$ cat src/rtl/motion_sequencer.sv
// Per-frame sprite motion controller: keycode plus contact flags in,
// registered unsigned velocity components out, advanced on frame ticks.
module motion_sequencer #(
  parameter int WALK_SPEED   = 2,
  parameter int JUMP_V0      = 9,
  parameter int TERMINAL_V   = 3,
  parameter int DECAY_FRAMES = 6,
  parameter logic [7:0] KEY_LEFT  = 8'h04,
  parameter logic [7:0] KEY_RIGHT = 8'h07,
  parameter logic [7:0] KEY_DOWN  = 8'h16,
  parameter logic [7:0] KEY_JUMP  = 8'h1A
) (
  input  logic       clk_50,
  input  logic       Reset,
  input  logic       frame_tick,
  input  logic [7:0] keycode,
  input  logic       on_ground,
  input  logic       hit_ceiling,
  output logic [5:0] Right_V,
  output logic [5:0] Left_V,
  output logic [5:0] Up_V,
  output logic [5:0] Down_V,
  output logic       airborne,
  output logic [1:0] state
);

  localparam logic [1:0] GROUND = 2'd0;
  localparam logic [1:0] RISE   = 2'd1;
  localparam logic [1:0] FALL   = 2'd2;

  localparam logic [5:0] WS   = 6'(WALK_SPEED);
  localparam logic [5:0] V0   = 6'(JUMP_V0);
  localparam logic [5:0] TV   = 6'(TERMINAL_V);
  localparam logic [5:0] LAST = 6'(DECAY_FRAMES - 1);

  logic [1:0] state_n;
  logic [5:0] cnt, cnt_n;
  logic [5:0] up_n, down_n, left_n, right_n;
  logic       armed, armed_n;

  logic launch;
  logic step;
  logic rise_done;
  logic [5:0] up_dec;
  logic [5:0] down_inc;

  assign launch    = on_ground && (keycode == KEY_JUMP) && armed;
  assign step      = (cnt == LAST);
  assign up_dec    = (Up_V == 6'd0) ? 6'd0 : Up_V - 6'd1;
  assign down_inc  = (Down_V >= TV) ? TV : Down_V + 6'd1;
  assign rise_done = step && (up_dec == 6'd0);

  // State and datapath registers; reset wins over the frame tick
  always_ff @(posedge clk_50) begin
    if (Reset) begin
      state    <= GROUND;
      cnt      <= 6'd0;
      Up_V     <= 6'd0;
      Down_V   <= 6'd0;
      Left_V   <= 6'd0;
      Right_V  <= 6'd0;
      airborne <= 1'b0;
      armed    <= 1'b1;
    end else if (frame_tick) begin
      state    <= state_n;
      cnt      <= cnt_n;
      Up_V     <= up_n;
      Down_V   <= down_n;
      Left_V   <= left_n;
      Right_V  <= right_n;
      airborne <= (state_n != GROUND);
      armed    <= armed_n;
    end
  end

  // Next-state selection from contacts, key and decay progress
  always_comb begin
    state_n = state;
    case (state)
      GROUND: begin
        if (launch)          state_n = RISE;
        else if (!on_ground) state_n = FALL;
      end
      RISE: begin
        if (hit_ceiling || rise_done) state_n = FALL;
      end
      FALL: begin
        if (on_ground) state_n = GROUND;
      end
      default: state_n = GROUND;
    endcase
  end

  // Next velocities, decay counter and jump arming
  always_comb begin
    cnt_n   = 6'd0;
    up_n    = 6'd0;
    down_n  = 6'd0;
    left_n  = 6'd0;
    right_n = 6'd0;
    armed_n = (keycode != KEY_JUMP) ? 1'b1 : armed;

    unique case (1'b1)
      keycode == KEY_LEFT:  left_n  = WS;
      keycode == KEY_RIGHT: right_n = WS;
      default: ;
    endcase

    case (state)
      GROUND: begin
        if (launch) begin
          up_n    = V0;
          armed_n = 1'b0;
        end else if (!on_ground) begin
          down_n = 6'd1;
        end
      end
      RISE: begin
        if (hit_ceiling || rise_done) begin
          down_n = 6'd1;
        end else if (step) begin
          up_n = up_dec;
        end else begin
          up_n  = Up_V;
          cnt_n = cnt + 6'd1;
        end
      end
      FALL: begin
        if (!on_ground) begin
          cnt_n  = step ? 6'd0 : cnt + 6'd1;
          down_n = step ? down_inc : Down_V;
          if (keycode == KEY_DOWN) down_n = TV;
        end
      end
      default: ;
    endcase
  end

endmodule
$ cat config.mk
export PLATFORM = sky130hd
export DESIGN_NAME = motion_sequencer
export DESIGN_NICKNAME = d
export VERILOG_FILES = /design/src/rtl/motion_sequencer.sv
export SDC_FILE = /design/constraint.sdc
export NUM_CORES = 1
export LEC_CHECK = 0
export ABC_AREA = 1
export CORE_MARGIN = 10
export CORE_UTILIZATION = 37
export CTS_CLUSTER_DIAMETER = 40
export DETAILED_ROUTE_END_ITERATION = 7
export PLACE_DENSITY = 0.71
export SETUP_SLACK_MARGIN = 0.2
export SLEW_MARGIN = 15
export SYNTH_ARGS = -nofsm -noshare
export SYNTH_HDL_FRONTEND = slang
export SYNTH_SLANG_ARGS = --single-unit
$ cat constraint.sdc
create_clock -name clk_50 -period 4.6 [get_ports clk_50]
set_clock_uncertainty 0.15 [all_clocks]
set_input_delay 0.69 -clock clk_50 [delete_from_list [all_inputs] [get_ports clk_50]]
set_output_delay 0.69 -clock clk_50 [all_outputs]
set_load 0.03 [all_outputs]
==> run summary <==
## Outcome
- finished, final reports clean — outcome

## Power and ir drop
- 21.3% — Combinational Power Share
- 28.0% — switching fraction of total power
- 0.144 mW — sw power
- 0.514 mW — total power
- 266 nW/um2 — power density over cell area
- 43.1% — Flop pwr share
- 0.370 mW — cell-internal power
- 35.7% — clock group share of total power
- 0.192 mV — worst ir drop on vdd
- 0.833 nW — leak pwr

## Logic synthesis
- 223 — instance count of the mapped netlist
- 1580 um2 — synthesized area
- simple AND/OR/NAND/NOR gates — main combinational cell family by area after synthesis
- 30.5% — Synth top area share
- 16.6% — Synth Area in Compound Gates
- 37 — Synth cell types
- sky130_fd_sc_hd__dfxtp_1 (31%), sky130_fd_sc_hd__nand2_1 (8.8%), sky130_fd_sc_hd__ha_1 (7.1%) — top cells by area, synth
- sky130_fd_sc_hd__dfxtp_1 — largest area contributor in the synthesized netlist
- 0% — fraction of synthesized area in multiplexers
- 7.06 um2 — post-synthesis area per instance
- 0 — number of warnings reported in the yosys synthesis log
- 24 — FF+latch count, synth
- 30.5% — share of the yosys chip area belonging to registers
- 7.15% — adder-cell share of the synthesized area
- 0.556% — post-synthesis share of cell area spent on xor and xnor gates
- 31.4% — basic-gate share of the synthesized area counting and, or, nand and nor cells

## Cells and area
- 47.7% — Finished Core Util
- 9.96% — fraction of layout cells with a size suffix above 1
- sky130_fd_sc_hd__nand2_1 (37), sky130_fd_sc_hd__inv_1 (30), sky130_fd_sc_hd__clkdlybuf4s50_1 (29) — most frequent cells in the layout
- 1940 um2 — post-route standard cell area excluding fillers
- 274 — Net count, final
- 22.9% — area added between synthesis and finish
- 0 — antenna cell count
- 301 — post-layout instance count excluding filler cells
- sky130_fd_sc_hd__nand2_1 — most common cell after layout, fill and taps aside

## Route
- 3630 um — Post-Route WL
- 4 — number of iterations in the first detailed-routing pass
- 4.83 — average vias per placed instance
- 86 — starting DRC count in detailed routing
- 1453 — total number of vias
- 0 — DRC viols
- 0 — antenna violation net count after detailed routing
- 12.1 um — average wire per standard cell

## Clock network
- done — clock tree from TritonCTS
- 3 — clock buffers created by TritonCTS
- 24 — number of sinks on the clock net
- 0 — Post-CTS Setup Bufs
- 270 ps — clock insertion delay at the later pin of the skew report
- 0 — hold_buf cts
- 0 — quantity of gates resized following cts
- 90 ps — clock transition at the registers of the reported paths
- 2 — buffer depth of the longest clock path
- 1 — H-tree depth
- sky130_fd_sc_hd__clkbuf_8 — cell at the root of the clock tree

## Critical path
- sky130_fd_sc_hd__clkdlybuf4s50_1 — master of the slowest instance on the critical path
- clkdlybuf4s50_1 — critical path cell sequence
- Up_V[2]$_SDFFE_PP0P_ — beginning of the critical path
- Up_V[2] — worst setup path end
- 1490 ps — crit path DAT
- 2540 ps — reg-to-reg slack, setup
- 6 — maximum fanout along the worst path
- buffers and inverters — crit-path leading delay family
- 1 — crit path buf inv count
- output port — kind of end point of the critical path
- cnt[3]$_SDFFE_PP0P_ — Worst R2R End
- state[1]$_SDFFE_PP0P_ — origin of the critical flop-to-flop path
- reg2out — class of the most critical setup path
- 730 ps — maximum single-stage delay on the critical path
- 1 — count of cell instances traversed by the critical path
- 10 — FF-to-FF path depth
- 3760 ps — critical path data required time
- register — Critical Path Source Type

## Global route
- 0 — number of antenna violations at the first check in global routing
- 0 — GR Overflow Total
- 6100 um — first-pass GRT wire length
- 9.67% — overall fraction of global-route tracks in use
- 15 — pin count of the biggest net entering global routing
- 1379 — vias in the first global route

## Timing
- 50.6% — part of the cycle the worst path needs
- 0 — final setup violating endpoints
- false — RSZ-0062 raised after global routing
- 429 MHz — highest clock rate
- 2330 ps — post-layout minimum cycle time
- 0 ps — final setup TNS
- 0 — Hold Violations, Final
- 0 — Max Transition Viols Final
- 505 ps — worst slew pin tran
- 66.0% — Max-Slew Margin vs Limit

## Placement
- 2900 um — HPWL after DPL
- 0.862 — routability-driven placement congestion ratio
- 1860 um2 — placement-stage cell area
- 297 — count of placed standard cells including taps
- 29 — count of input and output buffers

## Floorplan
- 7270 um2 — area of the die
- 85.3 um — x dimension of the die
- 40 — number of I/O pins
- 23 — row count
- 85.3 um — Die Span Y
- 38.8% — effective utilization at floorplan
- 4060 um2 — Core Area

## Worst hold path
- 2 — Hold Path Stages
- reg2reg — Hold WC Path Type

## Job
- 0 — number of max-cap violations

==> Yosys cell counts <==
cell type                        n
sky130_fd_sc_hd__nand2_1        37
sky130_fd_sc_hd__inv_1          30
sky130_fd_sc_hd__dfxtp_1        24
sky130_fd_sc_hd__nor2_1         23
sky130_fd_sc_hd__a21oi_1        15
sky130_fd_sc_hd__o21ai_0        13
sky130_fd_sc_hd__buf_4          10
sky130_fd_sc_hd__ha_1            9
sky130_fd_sc_hd__nand3_1         9
sky130_fd_sc_hd__nand2_2         7
sky130_fd_sc_hd__nand4_1         5
sky130_fd_sc_hd__nor2_2          5
sky130_fd_sc_hd__nor3_1          4
sky130_fd_sc_hd__a21oi_2         3
sky130_fd_sc_hd__nor4_1          3
sky130_fd_sc_hd__buf_2           2
sky130_fd_sc_hd__nor2_4          2
sky130_fd_sc_hd__nor3b_1         2
sky130_fd_sc_hd__o211a_1         2
sky130_fd_sc_hd__a211oi_1        1
sky130_fd_sc_hd__a21boi_0        1
sky130_fd_sc_hd__a21oi_4         1
sky130_fd_sc_hd__a22oi_1         1
sky130_fd_sc_hd__a2bb2oi_1       1
sky130_fd_sc_hd__a31oi_1         1
sky130_fd_sc_hd__clkbuf_1        1
sky130_fd_sc_hd__conb_1          1
sky130_fd_sc_hd__dlygate4sd1_1   1
sky130_fd_sc_hd__inv_2           1
sky130_fd_sc_hd__nand3_2         1
sky130_fd_sc_hd__nand3_4         1
sky130_fd_sc_hd__nand3b_1        1
sky130_fd_sc_hd__o211ai_1        1
sky130_fd_sc_hd__o21ai_1         1
sky130_fd_sc_hd__o311ai_0        1
sky130_fd_sc_hd__or2_1           1
sky130_fd_sc_hd__xnor2_1         1
==> power groups by stage <==
stage               Sequential (mW)  Combinational [mW]  Clock (mW)
floorplan                     0.237              0.0699           0
global placement              0.227               0.108           0
detailed placement            0.227               0.109           0
CTS                           0.222               0.110       0.189
global route                  0.223               0.121       0.196
finish                        0.222               0.109       0.183
==> worst min-delay path by stage <==
stage / startpoint / to
final: Down_V[5]$_SDFFE_PP0P_ / Down_V[5]$_SDFFE_PP0P_
after global routing: Down_V[4]$_SDFFE_PP0P_ / Down_V[4]$_SDFFE_PP0P_
after CTS: Down_V[5]$_SDFFE_PP0P_ / Down_V[5]$_SDFFE_PP0P_
after detailed placement: Down_V[5]$_SDFFE_PP0P_ / Down_V[5]$_SDFFE_PP0P_
after global placement: Down_V[5]$_SDFFE_PP0P_ / Down_V[5]$_SDFFE_PP0P_
after floorplan: cnt[5]$_SDFFE_PP0P_ / cnt[5]$_SDFFE_PP0P_
==> logic make-up after synthesis <==
kind of cell               count (synthesis)
other                                      1
and+or+nand+nor                          101
adders and majority gates                  9
xor gates and xnor gates                   1
buffers and inverters                     45
DFF                                       24
AOI/OAI and AO/OA                         42
==> per-stage QoR <==
step / hold slack (ps) / setup slack [ps]
finish: 316 / 2270
global route: 342 / 2100
CTS: 318 / 2240
detailed placement: 305 / 2030
global placement: 301 / 2020
floorplan: 316 / 2610
==> flip-flops by register name, summed over array words and instances (netlist names) <==
signal    count
airborne      1
cnt           6
armed         1
Up_V          6
Left_V        1
Right_V       1
state         2
Down_V        6
==> final cells by class <==
| cell class | count | area (um2) |
|---|---|---|
| clock buffers | 3 | 41.3 |
| well taps | 50 | 62.6 |
| flip-flops and latches | 24 | 480 |
| multi-input cells | 163 | 915 |
| inverters | 31 | 116 |
| fillers | 427 | 2120 |
| clock inverters | 1 | 30.0 |
| repair buffers | 29 | 290 |
==> layer usage <==
layer | track usage (%) | vias up | wire length [um]
met5 | 0 | - | 0
met4 | 3.14 | 0 | 38
li1 | - | 767 | -
met1 | 11.5 | 649 | 1680
met2 | 16.1 | 32 | 1670
met3 | 2.96 | 5 | 235
No activity file was read; power rests on OpenSTA's default activity.
